### src/rtl/pipe_stage_elastic.sv
// Elastic valid/ready pipeline of NUM_STAGES register slices; bubbles carry zeroed control, flush is synchronous.
// Optional stall-cycle counter output (stall_cnt) is compiled in when PIPE_STAGE_STALL_CNT_EN is defined.
module pipe_stage_elastic #(
  parameter int CTRL_W     = 4,
  parameter int DATA_W     = 72,
  parameter int NUM_STAGES = 1
) (
  input  logic                            clk,
  input  logic                            rstN,
  input  logic                            flush,
  input  logic                            in_valid,
  output logic                            in_ready,
  input  logic [CTRL_W-1:0]               in_ctrl,
  input  logic [DATA_W-1:0]               in_data,
  output logic                            out_valid,
  input  logic                            out_ready,
  output logic [CTRL_W-1:0]               out_ctrl,
  output logic [DATA_W-1:0]               out_data,
  output logic [$clog2(NUM_STAGES+1)-1:0] occupancy
`ifdef PIPE_STAGE_STALL_CNT_EN
  ,
  output logic [31:0]                     stall_cnt
`endif
);

  localparam int OCC_W = $clog2(NUM_STAGES+1);

  if (NUM_STAGES < 1 || NUM_STAGES > 8) begin : g_bad_num_stages
    $error("pipe_stage_elastic: NUM_STAGES must be in 1..8");
  end

  logic [NUM_STAGES-1:0] valid_q;
  logic [NUM_STAGES-1:0] valid_d;
  logic [CTRL_W-1:0]     ctrl_q [NUM_STAGES];
  logic [DATA_W-1:0]     data_q [NUM_STAGES];
  logic [NUM_STAGES:0]   rdy;
  logic [OCC_W-1:0]      occ_d;

  // Ready ripples backwards: a slice can load if it is empty or its successor is moving.
  always_comb begin
    logic chain;
    chain           = out_ready;
    rdy             = '0;
    rdy[NUM_STAGES] = out_ready;
    for (int k = NUM_STAGES - 1; k >= 0; k--) begin
      chain  = ~valid_q[k] | chain;
      rdy[k] = chain;
    end
  end

  assign in_ready = rdy[0] & ~flush;

  for (genvar k = 0; k < NUM_STAGES; k++) begin : g_slice
    logic              src_valid;
    logic [CTRL_W-1:0] src_ctrl;
    logic [DATA_W-1:0] src_data;
    logic              v_q;
    logic              v_d;
    logic [CTRL_W-1:0] c_q;
    logic [DATA_W-1:0] d_q;

    if (k == 0) begin : g_head
      assign src_valid = in_valid;
      assign src_ctrl  = in_ctrl;
      assign src_data  = in_data;
    end else begin : g_body
      assign src_valid = valid_q[k-1];
      assign src_ctrl  = ctrl_q[k-1];
      assign src_data  = data_q[k-1];
    end

    assign v_d        = flush ? 1'b0 : (rdy[k] ? src_valid : v_q);
    assign valid_q[k] = v_q;
    assign valid_d[k] = v_d;
    assign ctrl_q[k]  = c_q;
    assign data_q[k]  = d_q;

    // Data is left untouched on bubbles and flush; only control must be clean.
    always_ff @(posedge clk or negedge rstN) begin
      if (!rstN) begin
        v_q <= 1'b0;
        c_q <= '0;
        d_q <= '0;
      end else if (flush) begin
        v_q <= 1'b0;
        c_q <= '0;
      end else if (rdy[k]) begin
        v_q <= src_valid;
        c_q <= src_valid ? src_ctrl : '0;
        if (src_valid) d_q <= src_data;
      end
    end
  end

  always_comb begin
    occ_d = '0;
    for (int k = 0; k < NUM_STAGES; k++) occ_d = occ_d + OCC_W'(valid_d[k]);
  end

  always_ff @(posedge clk or negedge rstN) begin
    if (!rstN) occupancy <= '0;
    else       occupancy <= occ_d;
  end

  assign out_valid = valid_q[NUM_STAGES-1];
  assign out_ctrl  = valid_q[NUM_STAGES-1] ? ctrl_q[NUM_STAGES-1] : '0;
  assign out_data  = data_q[NUM_STAGES-1];

`ifdef PIPE_STAGE_STALL_CNT_EN
  // Counts cycles where a valid beat is held back; sticky at all-ones, survives flush.
  always_ff @(posedge clk or negedge rstN) begin
    if (!rstN)
      stall_cnt <= '0;
    else if (out_valid && !out_ready && stall_cnt != 32'hFFFF_FFFF)
      stall_cnt <= stall_cnt + 32'd1;
  end
`endif

endmodule
### config.mk
export PLATFORM = sky130hd
export DESIGN_NAME = pipe_stage_elastic
export DESIGN_NICKNAME = d
export VERILOG_FILES = /design/src/rtl/pipe_stage_elastic.sv
export SDC_FILE = /design/constraint.sdc
export NUM_CORES = 1
export LEC_CHECK = 0
export ABC_AREA = 1
export CORE_MARGIN = 8
export CORE_UTILIZATION = 37
export CTS_CLUSTER_DIAMETER = 30
export DETAILED_ROUTE_END_ITERATION = 6
export PLACE_DENSITY = 0.74
export SLEW_MARGIN = 20
export SYNTH_ARGS = -nofsm -noshare
export SYNTH_HDL_FRONTEND = slang
export SYNTH_SLANG_ARGS = --single-unit
### constraint.sdc
create_clock -name clk -period 1.2 [get_ports clk]
set_clock_uncertainty 0.1 [all_clocks]
set_input_delay 0.18 -clock clk [delete_from_list [all_inputs] [get_ports clk]]
set_output_delay 0.18 -clock clk [all_outputs]
set_load 0.02 [all_outputs]
==> results.toml, run 1 <==
[run_status]
status = "complete, but fails checks"
violations = "negative setup slack"

[global_routing]
grt_antenna_before_repair = 0
grt_max_degree = 35
grt_overflow = 0
grt_use_total = 0.1597
grt_pass1_wl_um = 16330
first_global_vias = 2999

[timing]
max_slew_margin = 0.8397
hold_violations = 0
fmax_ghz = 0.7105
finalCritPeriodShare = 1.173
drv_slew = 0
fin_ws_ns = -0.2075
rsz0062_at_grt = "true"
setup_viol = 84
worst_pin_slew_ns = 0.2404
layout_min_cycle_time_ns = 1.407

[clock_tree]
clk_pin_slew_ns = 0.08
max-clock-path-buffers = 2
ctsHtreeMaxLevel = 3
clock_sinks = 77
cts_tree = "done"
cts-buffers-inserted = 9
clk_latency_ns = 0.33
root_buffer = "clkbuf_8"

[critical_path]
worstPathRequired_ns = 0.92
crit_family = "flip-flops"
cp-start-kind = "flop"
cp_common_cell = "buf_6"
crit_path_top_delay_cell = "dfrtp_2"
cp_cell_sequence = "buf_6 -> nand2_2 -> inv_2 -> buf_6"
path_max_fanout = 7
critical_path_class = "flop to output pin"
worst_setup_path_end_kind = "output pin"
cp.arrival_ns = 1.13
critical_path_buf_inv_count = 3
max_stage_delay_ns = 0.43

[place]
gp_congestion = 0.7230
place_ws_ns = -0.5125
port_buffers = 159
dp_hpwl_um = 7074

[drt]
routed_wl_um = 10380
firstDrtPassIters = 4
drcViolationCount = 0
wl_per_cell_um = 15.74
ant_nets = 0
vias = 3057
avgViaCountPerCell = 4.639
drt_iter0_drc = 117

[synth]
syn_area_mm2 = 0.003412
postSynthAreaPerCell_um2 = 9.833
yosys_warnings = 0
ys_ff_latch = 77
postSynthNetCount = 428
synth.distinct_cells = 14
ys_seq_area_frac = 0.5647
synthCells = 347

[cells_and_area]
nets = 625
mostFrequentLayoutCell = "nand2_1"
finish.utilization = 0.6214
num_antenna_cells = 0
final_cell_mix = "148 x nand2_1, 79 x clkdlybuf4s50_1, 76 x dfrtp_1"
area_delta_synth_final_pct = 65.90
drive_above_1_share = 0.3631

[power]
cellPowerDensity_mw_per_mm2 = 1436
vdd.ir_drop.worst_v = 0.0008405
p_int_mw = 5.797
clock_power_share = 0.315
p_switching_mw = 2.332
seq_power_share = 0.392
leakage_nw = 2.922
swShare = 0.2869
combPwrFrac = 0.292

[job]
max_cap_violations = 0

[floorplan]
core_area_mm2 = 0.009109
io_pins = 160
num_rows = 35
dieHeight_um = 112.0
dieArea_mm2 = 0.01255
floorplan.initialDensity = 0.3746
die_w_um = 112.0

[worst_hold_path]
hold_path_class = "input pin to asynchronous set/reset pin"
[cell type report]
type | instances | area [um2]
clock buffers | 11 | 141.4
inverters | 8 | 30.03
repair buffers | 210 | 2054
clock inverters | 4 | 120.1
flip-flops and latches | 77 | 1928
multi-input cells | 238 | 1247
fillers | 753 | 3448
well taps | 111 | 138.9
[Yosys cell counts]
library cell,number,area share
a21oi_2,1,0.0026
buf_4,4,0.0088
nand3_1,40,0.059
nand2_1,152,0.17
nand2_2,1,0.0018
inv_1,8,0.0088
nand2_4,1,0.0033
nand3_2,40,0.12
buf_6,4,0.013
nor2_1,2,0.0022
nor2_8,1,0.0059
buf_12,5,0.029
dfrtp_1,77,0.56
buf_2,11,0.016
[power by group through the flow]
stage / clock network, mW / registers [mW] / logic [mW]
floorplan: 0 / 3.64 / 0.508
global placement: 0 / 3.18 / 2.20
detailed placement: 0 / 3.19 / 2.23
CTS: 2.62 / 3.14 / 1.92
global route: 2.75 / 3.22 / 2.55
finish: 2.56 / 3.19 / 2.38
[repair_timing]
item                                   4_1_cts  5_1_grt
hold buffers                                 1        0
cloned                                       2        0
buffers inserted                             0       32
resized for setup                          334      100
setup endpoints to repair                  156      138
endpoints found under the hold margin       77        0
[stage by stage]
stage	power, mW	instance area [um2]	setup TNS [ns]	hold slack [ns]	std cells
after CTS	7.675	5131	-11.66	0.1444	627
after floorplan	4.145	3418	0	-0.2156	347
after global routing	8.518	5660	-19.10	0.1633	659
after detailed placement	5.425	5161	-32.36	-0.03601	609
final	8.129	5660	-12.85	0.1436	659
after global placement	5.384	5161	-29.47	-0.03811	609
[flip-flops by register name, indices dropped and copies added, names as in the netlist]
| register | count |
|---|---|
| ctrl_q | 4 |
| occupancy | 1 |
| out_data | 72 |
[logic make-up (layout without fill, tap and decap cells)]
logic type / count (synthesis) / after routing / share of synthesized area
flops: 77 / 77 / 0.5647
buf+inv: 32 / 233 / 0.07627
compound gates: 1 / 1 / 0.002567
simple gates: 237 / 237 / 0.3564
[worst paths after layout]
kind	start	end	slack, ns	cells after the start
setup reg to reg	occupancy	out_data[2]	-0.19	6
min in group clk	in_data[9]	out_data[9]	0.29	3
hold / removal	rstN	out_data[42]	0.14	2
hold reg to reg	out_data[38]	out_data[38]	0.37	2
setup / recovery	occupancy	out_ctrl[0]	-0.21	4
max in group asynchronous	rstN	out_data[16]	0.39	3
[worst register-to-register path, stage by stage, from the launching register on]
cell	delay, ns
dfrtp_2	0.43
buf_6	0.15
nand2_4	0.17
nand2_4	0.11
buf_12	0.18
nand2_1	0.07
nand2_1	0.06
[per-layer routing]
layer  wire length (um)  part of all wire  GRT usage
met3                714             0.069    0.06012
met1               4539              0.44     0.2000
met5                  0                 0          0
met2               5067              0.49     0.2569
met4                 53            0.0051    0.03507
Power figures use the tool's default switching activity.
==> inputs of run 2 (changes only) <==
--- a/config.mk
+++ b/config.mk
@@ -10,6 +10,8 @@
 export CORE_UTILIZATION = 37
 export CTS_CLUSTER_DIAMETER = 30
 export DETAILED_ROUTE_END_ITERATION = 6
+export GPL_TIMING_DRIVEN = 0
+export HOLD_SLACK_MARGIN = 0.06
 export PLACE_DENSITY = 0.74
 export SLEW_MARGIN = 20
 export SYNTH_ARGS = -nofsm -noshare
==> results.toml, run 2 (same netlist as run 1, synthesis figures left out) <==
[timing]
max_slew_margin = 0.7276
drv_slew = 0
hold_violations = 0
rsz0062_at_grt = "true"
layout_min_cycle_time_ns = 1.462
holdWs_ns = 0.2018
fmax_ghz = 0.6839
finalCritPeriodShare = 1.218
fin_ws_ns = -0.2621
setup_viol = 84
worst_pin_slew_ns = 0.4086

[critical_path]
timing.reg2reg.worst_path_depth = 6
critical_path_class = "flop to flop"
cp.arrival_ns = 1.60
cp-start-kind = "flop"
r2r-end = "out_data[42]"
path_max_fanout = 6
r2r_slack_ns = -0.26
worst_setup_path_end_kind = "flop"
worstPathRequired_ns = 1.34
r2r-start = "occupancy"

[global_routing]
first_global_vias = 3323
grt_antenna_before_repair = 0
grt_max_degree = 43
grt_use_total = 0.1743
grt_pass1_wl_um = 17680
grt_overflow = 0

[cells_and_area]
mostFrequentLayoutCell = "nand2_1"
drive_above_1_share = 0.4031
final-instance-count-excl-fill = 694
seq_area_mm2 = 0.001928
final_area_mm2 = 0.006225
num_antenna_cells = 0
fill_cells = 728
final_cell_mix = "148 x nand2_1, 84 x buf_6, 79 x clkdlybuf4s50_1"
area_delta_synth_final_pct = 82.43
largest_reg_flops = 72
nets = 660
multi_input_area_mm2 = 0.001297

[floorplan]
floorplan.initialDensity = 0.3746
num_rows = 35
dieHeight_um = 112.0
die_w_um = 112.0
core_area_mm2 = 0.009109
io_pins = 160
dieArea_mm2 = 0.01255

[clock_tree]
clock_sinks = 77
cts-buffers-inserted = 9
ctsHtreeMaxLevel = 3
max-clock-path-buffers = 2
root_buffer = "clkbuf_8"
clk_latency_ns = 0.35
clk_pin_slew_ns = 0.08
cts_tree = "done"

[place]
gp_congestion = 0.7208
dp_cells = 618
port_buffers = 159
dpl_cell_area_mm2 = 0.005166
dp_hpwl_um = 7604

[drt]
routed_wl_um = 11480
drt_iter0_drc = 130
ant_nets = 0
firstDrtPassIters = 4
avgViaCountPerCell = 4.663
drcViolationCount = 0
wl_per_cell_um = 16.54
vias = 3236

[job]
max_cap_violations = 0

[power]
p_int_mw = 5.373
leakage_nw = 3.205
p_switching_mw = 2.442
seq_power_share = 0.413
combPwrFrac = 0.346
vdd.ir_drop.worst_v = 0.0005205
clock_power_share = 0.241
swShare = 0.3124
cellPowerDensity_mw_per_mm2 = 1255

[run_status]
status = "complete, but fails checks"
violations = "negative setup slack"

[worst_hold_path]
hold_path_class = "input pin to asynchronous set/reset pin"
==> run 2: worst max-delay path by stage <==
stage | slack [ns] | to | start
finish | -0.26 | out_data[42] | occupancy
global route | -0.30 | in_ready | occupancy
global placement | -3.17 | occupancy | rstN
CTS | -0.27 | in_ready | occupancy
floorplan | 0.01 | in_ready | occupancy
detailed placement | -0.60 | in_ready | flush
==> run 2: critical path, stage by stage (launching register included) <==
cell and delay, ns:
dfrtp_2 0.44, buf_4 0.16, nand2_8 0.09, buf_12 0.16
bufbuf_16 0.26, nand3_2 0.06, nand2_1 0.07
==> run 2: timing repair <==
| item | 4_1_cts | 5_1_grt |
|---|---|---|
| gates resized for setup | 396 | 136 |
| hold endpoints to repair | 41 | 0 |
| pin swaps | 2 | 1 |
| setup buffers | 12 | 37 |
| hold buffers | 1 | 0 |
| cloned | 11 | 0 |
| setup endpoints to repair | 152 | 159 |
==> run 2: routing by layer <==
metal	global-route usage	share of wire	wire (um)	up-vias
li1	-	-	-	1571
met1	0.2055	0.40	4572	1531
met2	0.2900	0.51	5870	123
met3	0.06871	0.081	926	11
met4	0.04676	0.0097	111	0
met5	0	0	0	-
==> run 2: through the flow <==
stage / setup slack, ns / TNS [ns] / util / total power [mW]
floorplan: 0.01164 / 0 / - / 4.145
global placement: -3.170 / -258.34 / 0.5652 / 5.366
detailed placement: -0.6012 / -36.59 / 0.5672 / 5.418
CTS: -0.2681 / -14.05 / 0.6080 / 7.189
global route: -0.3043 / -19.80 / 0.6834 / 8.210
finish: -0.2621 / -15.07 / 0.6834 / 7.815
==> run 2: power groups by stage <==
stage	Clock, mW	Sequential (mW)	Combinational (mW)
after global routing	2.07	3.26	2.88
final	1.89	3.23	2.70
after global placement	0	3.19	2.17
after CTS	1.93	3.15	2.10
after floorplan	0	3.64	0.508
after detailed placement	0	3.21	2.21
==> run 2: layout make-up <==
type / instances / area share
repair buffers: 220 / 0.3696
flip-flops and latches: 77 / 0.3097
multi-input cells: 239 / 0.2084
plain buffers: 24 / 0.05608
well taps: 111 / 0.02231
clock buffers: 10 / 0.02050
clock inverters: 5 / 0.008442
inverters: 8 / 0.004824
